===== src/rtl/servo_multi_slew.sv =====
// ---------------------------------------------------------------------------
// servo_multi_slew
//
// Multi-channel RC-servo PWM generator. All channels share one free-running
// frame counter. Each channel holds a target angle (written by the host) and
// a current angle. On every frame boundary the current angle steps toward the
// target by at most SLEW_STEP degrees (SLEW_STEP = 0 jumps straight to the
// target). The pulse width is then latched for the next whole frame, so a
// mid-frame write can never produce a runt or stretched pulse.
//
// Ports
//   clk          system clock
//   rst          synchronous reset, active-high
//   wr_en        one-clock target write strobe
//   wr_ch        channel index for the write (indices >= NUM_CH are ignored)
//   wr_angle     requested target angle in degrees (clamped to MAX_ANGLE)
//   servo_pwm    PWM outputs, bit i = channel i
//   moving       bit i high while channel i's current angle differs from its
//                target (one clock behind the registers)
//   frame_start  one-clock pulse on the first high cycle of each frame
// ---------------------------------------------------------------------------
module servo_multi_slew #(
    parameter int NUM_CH      = 4,
    parameter int ANG_W       = 8,
    parameter int FRAME_CNT   = 240_000,
    parameter int MIN_CNT     = 6_000,
    parameter int CNT_PER_DEG = 134,
    parameter int MAX_ANGLE   = 179,
    parameter int SLEW_STEP   = 2,
    parameter int RESET_ANGLE = 90,
    localparam int CH_W       = (NUM_CH > 1) ? $clog2(NUM_CH) : 1,
    localparam int CNT_W      = $clog2(FRAME_CNT)
) (
    input  logic              clk,
    input  logic              rst,
    input  logic              wr_en,
    input  logic [CH_W-1:0]   wr_ch,
    input  logic [ANG_W-1:0]  wr_angle,
    output logic [NUM_CH-1:0] servo_pwm,
    output logic [NUM_CH-1:0] moving,
    output logic              frame_start
);

    // The longest pulse must fit inside a frame, and the angle ceiling must
    // be representable in ANG_W bits.
    if ((MIN_CNT + MAX_ANGLE * CNT_PER_DEG) >= FRAME_CNT || MAX_ANGLE >= (2 ** ANG_W))
    begin : g_param_check
        $error("servo_multi_slew: pulse range exceeds frame or MAX_ANGLE exceeds ANG_W");
    end

    localparam logic [ANG_W-1:0] MAX_A   = ANG_W'(MAX_ANGLE);
    localparam logic [ANG_W-1:0] RST_ANG = ANG_W'(RESET_ANGLE);
    localparam logic [ANG_W-1:0] STEP_A  = ANG_W'(SLEW_STEP);
    localparam logic [CNT_W-1:0] LAST    = CNT_W'(FRAME_CNT - 1);
    // Widths are never larger than the frame length, so the counter width is
    // always enough to hold them and the multiply cannot truncate.
    localparam logic [CNT_W-1:0] RST_WID = CNT_W'(MIN_CNT + RESET_ANGLE * CNT_PER_DEG);
    localparam logic [CNT_W-1:0] MIN_W   = CNT_W'(MIN_CNT);
    localparam logic [CNT_W-1:0] PER_W   = CNT_W'(CNT_PER_DEG);

    logic [CNT_W-1:0] cnt;
    logic             boundary;

    logic [ANG_W-1:0] tgt   [NUM_CH];
    logic [ANG_W-1:0] cur   [NUM_CH];
    logic [CNT_W-1:0] width [NUM_CH];

    logic [ANG_W-1:0] cur_next   [NUM_CH];
    logic [CNT_W-1:0] width_next [NUM_CH];

    logic             wr_valid;
    logic [ANG_W-1:0] wr_clamped;

    assign boundary   = (cnt == LAST);
    assign wr_valid   = wr_en && (int'(wr_ch) < NUM_CH);
    assign wr_clamped = (wr_angle > MAX_A) ? MAX_A : wr_angle;

    // Slew step per channel: three-way compare of target against current.
    // Within one step (or with slewing disabled) the target is taken as-is.
    always_comb begin
        for (int i = 0; i < NUM_CH; i++) begin
            // NOTE: every combinational output gets a default first so no
            // path through the block can leave it unassigned (no latch).
            cur_next[i] = tgt[i];
            if (SLEW_STEP != 0) begin
                if (int'(tgt[i]) - int'(cur[i]) > SLEW_STEP) begin
                    cur_next[i] = cur[i] + STEP_A;      // target above
                end else if (int'(cur[i]) - int'(tgt[i]) > SLEW_STEP) begin
                    cur_next[i] = cur[i] - STEP_A;      // target below
                end
            end
            width_next[i] = MIN_W + CNT_W'(cur_next[i]) * PER_W;
        end
    end

    always_ff @(posedge clk) begin
        if (rst) begin
            cnt         <= '0;
            frame_start <= 1'b0;
            servo_pwm   <= '0;
            moving      <= '0;
            // NOTE: the per-channel arrays are small registers, not RAM, so
            // they are reset explicitly to restore the power-on angle.
            for (int i = 0; i < NUM_CH; i++) begin
                tgt[i]   <= RST_ANG;
                cur[i]   <= RST_ANG;
                width[i] <= RST_WID;
            end
        end else begin
            // NOTE: all state uses non-blocking assignment, so every
            // comparison below sees the values registered before this edge.
            cnt         <= boundary ? '0 : cnt + 1'b1;
            frame_start <= (cnt == '0);
            for (int i = 0; i < NUM_CH; i++) begin
                servo_pwm[i] <= (cnt < width[i]);
                moving[i]    <= (cur[i] != tgt[i]);
                if (boundary) begin
                    cur[i]   <= cur_next[i];
                    width[i] <= width_next[i];
                end
                // A write on the boundary cycle lands after cur_next was
                // computed from the old target, so it waits a full frame.
                if (wr_valid && (wr_ch == CH_W'(i))) begin
                    tgt[i] <= wr_clamped;
                end
            end
        end
    end

endmodule


===== config.mk =====
export PLATFORM = sky130hd
export DESIGN_NAME = servo_multi_slew
export DESIGN_NICKNAME = d
export VERILOG_FILES = /design/src/rtl/servo_multi_slew.sv
export SDC_FILE = /design/constraint.sdc
export NUM_CORES = 1
export LEC_CHECK = 0
export ABC_AREA = 1
export BUFFER_PORTS_ARGS = -buffer_cell sky130_fd_sc_hd__buf_2
export CORE_ASPECT_RATIO = 0.6
export CORE_UTILIZATION = 55
export CTS_CLUSTER_SIZE = 30
export DETAILED_ROUTE_END_ITERATION = 12
export GPL_ROUTABILITY_DRIVEN = 0
export PLACE_DENSITY = 0.74
export SLEW_MARGIN = 5
export SYNTH_ARGS = -nofsm -noshare
export SYNTH_HDL_FRONTEND = slang
export SYNTH_SLANG_ARGS = --single-unit

===== constraint.sdc =====
create_clock -name clk -period 4.8 [get_ports clk]
set_input_delay 0 -clock clk [delete_from_list [all_inputs] [get_ports clk]]
set_output_delay 0 -clock clk [all_outputs]
set_load 0.1 [all_outputs]

**After elaboration in Yosys (flattened, before gate mapping)**

Memories as Yosys holds them, arrays and structs flattened.
Index checks and enable logic that the tools add are counted.

- $lt $le $gt $ge: 13
- Reductions and logical operators: 7
- Bitwise logic cells: 12
- Add/sub/neg operators: 21
- Equality and inequality tests: 8
- Mux-type cells: 38
- Multiply operators: 4

Operators by type and width:

| operator | number |
|---|---|
| $mux W8 | 17 |
| $gt A9 B3 Y1 const B | 8 |
| $lt A18 B18 Y1 | 4 |
| $sub A8 B8 Y9 | 8 |
| $add A13 B16 Y17 const A | 4 |
| $mux W17 | 4 |
| $mul A8 B7 Y15 const B | 4 |
| $add A8 B2 Y8 const B | 4 |
| $ne A8 B8 Y1 | 4 |
| $sub A8 B2 Y8 const B | 4 |
| $add A18 B1 Y18 const B | 1 |
| $eq A18 B18 Y1 const B | 1 |
| $logic_not A18 Y1 | 1 |
| $mux W1 | 17 |
| $or A1 B1 Y1 | 12 |
| $gt A8 B8 Y1 const B | 1 |
| $eq A2 B2 Y1 const B | 2 |
| $logic_and A1 B1 Y1 | 4 |
| $eq A2 B1 Y1 const B | 1 |
| $logic_not A2 Y1 | 1 |
| $reduce_or A2 Y1 | 1 |

- Flip-flop bits (word level): 27
- Logic and storage cells: 110
- Output and inout port bits: 9
- Memories kept: 3
- Input bits: 13
- Memory bits (writable): 132

Memories:

| memory | depth | bits a word | read ports | clocked after memory_dff | wr ports | RTL line | RTL |
|---|---|---|---|---|---|---|---|
| width | 4 | 17 | 4 | 0 | 4 | 66 | `logic [CNT_W-1:0] width [NUM_CH];` |
| cur | 4 | 8 | 4 | 0 | 4 | 65 | `logic [ANG_W-1:0] cur [NUM_CH];` |
| tgt | 4 | 8 | 4 | 0 | 4 | 64 | `logic [ANG_W-1:0] tgt [NUM_CH];` |

**Depth between registers and ports, before layout**

Gate-level depths: netlist (run 1).
An unclocked memory read counts as a cell.

- Word-level depth: 8
- Depth in mapped cells: 38
- Gate-level depth less buffers: 37

**Worst setup path before layout (run 1)**

Ideal clock, no wire load.

- Kind: flip-flop to flip-flop
- Start: memory tgt[1][0]
- End: memory width[0][31] (netlist name) (data pin)
- Setup time: 0.268 ns
- Stages on the path, launching flop included: 29
- Path slack: 0.086 ns
- Clock period less this slack: 4.714 ns
- Path buffers: 1
- Required time: 4.532 ns
- Data arrival time: 4.446 ns
- Path through: edfxtp_1 > ha_1 > fa_1 > inv_1 > nand3_1 > nand2_1 > nand2_1 > nand2_1 > nand3_1 > nor2_1 > nand2_2 > nand2_2 > buf_6 > nand2_1 > o21ai_0 > ha_1 > ha_1 > ha_1 > ha_1 > a21oi_1 > o311ai_0 > nand2_1 > nand3b_2 > nand2_1 > nand2_2 > nand2_2 > inv_2 > nand3_1 > nand3_1

RTL lines:

| item | RTL line |
|---|---|
| start, declared | 64 |
| end, declared | 66 |

==> results.py, run 1 <==
metrics = {
    "outcome": {
        "outcome": "finished, violations left",
        "violations": "setup timing",
    },
    "logic_synthesis": {
        "yosysWarnings": 0,
        "synth_top_area_share_pct": 24.5,
        "synth_largest_area_cell": "edfxtp_1",
        "synthCells": 2040,
        "synth_seq_area_share_pct": 28.1,
        "synth.area.top_cells": "edfxtp_1 (25%), ha_1 (19%), nand2_1 (11%)",
        "syn_area_mm2": 0.0152,
        "avgSynthCellArea_um2": 7.44,
        "ys_ff_latch": 151,
        "synthDistinctLibCells": 57,
    },
    "timing": {
        "setup_viol": 19,
        "fmax_mhz": 192,
        "setup_slack_ns": -0.397,
        "hold_viol": 0,
        "fin_skew_ns": 0.0124,
        "relSlewSlack_pct": 28.8,
        "finalCritPeriodShare_pct": 108,
        "rsz0062_at_grt": "yes",
        "maxSlewViolCount": 0,
        "worstMarginPinSlew_ns": 1.06,
        "period_minus_slack_ns": 5.20,
        "hold_ws_ns": 0.0349,
    },
    "clock_tree": {
        "cts_tree": "built",
        "clk_latency_ns": 0.46,
        "cts_max_level": 4,
        "cts_sinks": 151,
        "clockBufferDepth": 2,
        "cts_made_buffers": 17,
        "cts-root-buf": "clkbuf_16",
        "cts.clk_slew.worst_paths_ns": 0.07,
    },
    "die": {
        "die_w_um": 216,
        "core_area_mm2": 0.0268,
        "num_rows": 46,
        "fp.dieArea_mm2": 0.0283,
        "io_pins": 22,
        "initial_core_util_pct": 56.7,
        "die_y_um": 131,
    },
    "layout": {
        "regArea_mm2": 0.00426,
        "final_core_util_pct": 79.1,
        "layout_commonest_cell": "nand2_1",
        "mostFrequentLayoutCells": "nand2_1 (372), buf_4 (321), inv_1 (306)",
        "multi_input_area_mm2": 0.0116,
        "antenna_cells": 0,
        "drive_above_1_share_pct": 35.4,
        "area_growth_syn_to_layout_pct": 39.5,
        "nets": 2674,
        "postLayoutCellArea_mm2": 0.0212,
        "num-fill-cells": 1553,
    },
    "global_route": {
        "grt_max_degree": 61,
        "grt.total_usage_pct": 31.8,
        "grt_pass1_wl_um": 71100,
        "grt-ovfl-total": 0,
        "first_global_vias": 14471,
        "antenna_found_initial": 0,
    },
    "critical_path": {
        "critPathMaxFanout": 6,
        "slowest_stage": "edfxtp_1",
        "path_class": "flop to flop",
        "arrival_ns": 5.40,
        "ff2ff_path_depth": 33,
        "worst_setup_path_start_kind": "flop",
        "crit_top_cell": "ha_4",
        "critPathCaptureType": "flop",
        "cp.required_ns": 5.00,
        "crit_path_max_incr_delay_ns": 0.46,
    },
    "detailed_routing": {
        "viasPerCell": 5.80,
        "wirelength_um": 52900,
        "drtAntennaViolNets": 0,
        "drc": 0,
        "vias": 16156,
        "drt_iter0_drc": 1569,
        "dr.pass1.iters": 6,
        "wl_per_cell_um": 19.0,
    },
    "job": {
        "cap_violations": 0,
    },
    "power_and_ir_drop": {
        "power_density_mw_per_mm2": 435,
        "finalPower_w": 0.00921,
        "p_leak_nw": 10.2,
        "peakVddDrop_mv": 0.504,
    },
    "min_path": {
        "hp-class": "input port to flop",
        "hold_path_depth": 3,
    },
    "placement": {
        "dpl_cell_area_mm2": 0.0176,
        "io_buffer_count": 21,
        "dpl.hpwl_um": 31600,
        "pre_cts_ws_ns": -0.504,
    },
}
-- cell usage after synthesis (all sizes together) --
cell type	n
nand2	468
inv	352
ha	235
nor2	217
a21oi	136
nand3	133
edfxtp	124
o21ai	76
xor2	65
dfxtp	27
nand4	22
nor3	22
or2	20
o211ai	18
xnor2	18
clkbuf	15
buf	13
fa	12
a21o	10
o21bai	10
nand3b	8
nor3b	5
nor4	5
o21a	4
o311ai	4
a31oi	3
and2	3
o2111ai	3
o31ai	3
a211o	2
a2111oi	1
a211oi	1
a41oi	1
clkinv	1
conb	1
nor2b	1
o22ai	1
-- per-stage QoR --
step / cells / setup TNS, ns
2_1_floorplan: 2043 / 0
3_3_place_gp: 2667 / -2.73
3_5_place_dp: 2667 / -5.49
4_1_cts: 2750 / -0.0778
5_1_grt: 2787 / -8.43
6_report: 2787 / -3.14
-- registers in the layout, indices dropped and copies added (netlist names) --
name	cells
width	60
cur	32
tgt	32
cnt	18
moving	4
servo_pwm	4
frame_start	1
-- cell type report --
| cell class | count | area share [%] |
|---|---|---|
| multi-input combinational | 1511 | 54.6 |
| sequential | 151 | 20.1 |
| inverter | 353 | 6.35 |
| clock buffer | 22 | 2.40 |
| tap | 360 | 2.13 |
| timing repair buffer | 380 | 13.9 |
| clock inverter | 10 | 0.473 |
-- report_power, final --
group | internal (W) | switching, W
Combinational | 0.00296 | 0.00330
Clock | 0.000817 | 0.000636
Sequential | 0.00146 | 0.0000385
-- logic make-up (layout without fill, tap and decap cells) --
logic type / after synthesis / in the layout / synth area share, %
compound gates: 273 / 273 / 10.4
xor+xnor: 83 / 83 / 4.79
fa+ha+maj: 247 / 247 / 21.0
buf+inv: 381 / 765 / 9.79
flops: 151 / 151 / 28.1
other cells: 1 / 4 / 0.0247
simple gates: 904 / 904 / 26.0
-- worst max-delay path, delay by kind of cell, from the launching register on --
family	cells	cell delay, ns
XOR/XNOR	1	0.24
flip-flops	1	0.46
buffers and inverters	6	0.62
AND/OR/NAND/NOR	17	1.80
AO/OA/AOI/OAI	3	0.25
adder cells (fa/ha/maj)	6	1.57
-- layer usage --
layer	global-route usage [%]	up-vias	share of wire, %	wire length (um)
met1	41.8	7490	40	21000
met2	52.4	981	46	24500
li1	-	7429	-	-
met3	6.85	256	9.4	5000
met4	11.1	0	4.4	2340
met5	0	-	0	0
-- timing repair --
action,4_1_cts,5_1_grt
hold buffers,4,0
pin swaps,87,179
setup endpoints to repair,24,31
setup buffers,47,46
resized for setup,171,336
hold endpoints to repair,14,0
-- worst paths after layout --
kind                     from           end  slack, ns
setup / recovery    cur[1][0]  width[0][32]      -0.40
setup reg to reg    cur[1][0]  width[0][32]      -0.40
hold reg to reg        cnt[0]        cnt[0]       0.47
hold / removal    wr_angle[7]     tgt[0][7]       0.03
No activity file was read; power rests on OpenSTA's default activity.
==> run 2: changes to the inputs <==
CTS_BUF_LIST = sky130_fd_sc_hd__clkbuf_16   (was not set)
==> run 2 against run 1 <==
  * The flow still finishes with violations (setup timing)
  * Clock power about the same
  * Sequential share of layout area unchanged
  * Wire length increased by 0.19%
  * Global-route usage unchanged
  * Maximum frequency decreased by 0.25%
  * Critical endpoint unchanged
  * Largest cell class unchanged
  * Largest power group unchanged
  * Highest routed layer unchanged
==> results.py, run 2 (synthesis gave the netlist of run 1 again) <==
metrics = {
    "layout": {
        "area_growth_syn_to_layout_pct": 39.5,
        "num-fill-cells": 1553,
        "layout_commonest_cell": "nand2_1",
        "nets": 2674,
        "postLayoutCellArea_mm2": 0.0212,
        "regMostFlops": "width",
        "reg.largest.list": "width: 60 flops, cur: 32 flops, tgt: 32 flops",
        "mostFrequentLayoutCells": "nand2_1 (372), buf_4 (321), inv_1 (308)",
        "largest_register_ffs": 60,
        "drive_above_1_share_pct": 35.4,
        "antenna_cells": 0,
    },
    "critical_path": {
        "crit_top_cell": "ha_4",
        "r2r_slack_ns": -0.41,
        "critPathCaptureType": "flop",
        "cp.required_ns": 5.00,
        "critPathMaxFanout": 6,
        "rr_startpoint": "cur[1][0]",
        "path_class": "flop to flop",
        "arrival_ns": 5.41,
        "ff2ff_path_depth": 33,
        "worst_setup_path_start_kind": "flop",
        "crit_path_max_incr_delay_ns": 0.46,
        "slowest_stage": "edfxtp_1",
        "rr_endpoint": "width[0][32]",
    },
    "outcome": {
        "violations": "setup timing",
        "outcome": "finished, violations left",
    },
    "job": {
        "cap_violations": 0,
    },
    "detailed_routing": {
        "drtAntennaViolNets": 0,
        "drt_iter0_drc": 1581,
        "wl_per_cell_um": 19.0,
        "vias": 16159,
        "dr.pass1.iters": 7,
        "viasPerCell": 5.80,
        "drc": 0,
        "wirelength_um": 53000,
    },
    "clock_tree": {
        "cts_tree": "built",
        "cts_max_level": 4,
        "cts_sinks": 151,
        "cts.clk_slew.worst_paths_ns": 0.07,
        "cts_made_buffers": 17,
        "clockBufferDepth": 2,
        "clk_latency_ns": 0.46,
        "cts-root-buf": "clkbuf_16",
    },
    "timing": {
        "tns_ns": -3.13,
        "fmax_mhz": 192,
        "relSlewSlack_pct": 28.8,
        "hold_viol": 0,
        "worstMarginPinSlew_ns": 1.06,
        "rsz0062_at_grt": "yes",
        "fin_skew_ns": 0.0115,
        "setup_slack_ns": -0.410,
        "setup_viol": 18,
        "hold_ws_ns": 0.0270,
        "maxSlewViolCount": 0,
        "period_minus_slack_ns": 5.21,
        "finalCritPeriodShare_pct": 109,
    },
    "power_and_ir_drop": {
        "peakVddDrop_mv": 0.504,
        "power_density_mw_per_mm2": 435,
        "p_leak_nw": 10.2,
    },
    "min_path": {
        "hold_path_depth": 3,
        "hold_path_end": "tgt[0][7]",
        "hp-start": "wr_angle[7]",
        "hp-class": "input port to flop",
    },
    "die": {
        "core_area_mm2": 0.0268,
        "io_pins": 22,
        "fp.dieArea_mm2": 0.0283,
        "die_w_um": 216,
        "num_rows": 46,
        "die_y_um": 131,
        "initial_core_util_pct": 56.7,
    },
    "global_route": {
        "first_global_vias": 14471,
        "grt_max_degree": 61,
        "grt.total_usage_pct": 31.8,
        "grt-ovfl-total": 0,
        "met3_usage_pct": 6.85,
        "grt_pass1_wl_um": 71100,
        "met2_usage_pct": 52.4,
        "antenna_found_initial": 0,
        "grt-busiest-layer": "met2",
        "grt_use_met1_pct": 41.8,
    },
    "placement": {
        "dpl_cell_area_mm2": 0.0176,
        "dpl.hpwl_um": 31600,
        "io_buffer_count": 21,
    },
}
-- run 2: layer usage --
layer / vias up / wire, um
met3: 245 / 5030
met4: 0 / 2330
li1: 7427 / -
met5: - / 0
met1: 7507 / 21100
met2: 980 / 24600
-- run 2: layout make-up --
cell class | instances | area (um2) | share of cell area (%)
Clock buffer | 20 | 500 | 2.36
Timing Repair Buffer | 380 | 2950 | 13.9
Tap cell | 360 | 450 | 2.13
Clock inverter | 12 | 108 | 0.508
Sequential cell | 151 | 4260 | 20.1
Inverter | 353 | 1350 | 6.35
Multi-Input combinational cell | 1511 | 11600 | 54.6
-- run 2: report_power, final --
group          switching [W]  internal (W)  total [W]  leakage, nW
logic                0.00330       0.00296    0.00626         8.54
clock network       0.000638      0.000812    0.00145        0.312
registers          0.0000384       0.00146    0.00150         1.37
total                0.00398       0.00523    0.00921         10.2
-- run 2: stage by stage --
step                setup slack, ns  cells  utilization (%)  power (W)
finish                       -0.410   2787             79.1    0.00921
floorplan                    0.0859   2043                -    0.00393
global placement             -0.366   2667             65.9    0.00533
global route                 -0.554   2787             79.1    0.00969
CTS                         -0.0447   2750             72.8    0.00764
detailed placement           -0.504   2667             65.9    0.00548
-- run 2: timing repair --
item                       in CTS  in global routing
hold buffers                    4                  0
hold endpoints to repair       14                  0
resized for setup             171                336
pin swaps                      87                179
setup endpoints to repair      24                 31
setup buffers                  47                 46
-- run 2: how the worst max path moves through the flow --
stage / from / endpoint / slack, ns / cells after the start
floorplan: tgt[1][0] / width[0][31] / 0.09 / 28
global placement: cur[3][0] / width[0][65] / -0.37 / 27
detailed placement: cur[3][0] / width[0][65] / -0.50 / 27
CTS: cur[3][0] / width[0][65] / -0.04 / 29
global route: cur[1][0] / width[0][30] / -0.55 / 36
finish: cur[1][0] / width[0][32] / -0.41 / 33
-- run 2: worst max-delay path, delay by kind of cell (launching register included) --
kind	cells	cell delay, ns
xor gates and xnor gates	1	0.25
DFF	1	0.46
buffers and inverters	6	0.62
and+or+nand+nor	17	1.82
adders and majority gates	6	1.55
AOI/OAI and AO/OA	3	0.26
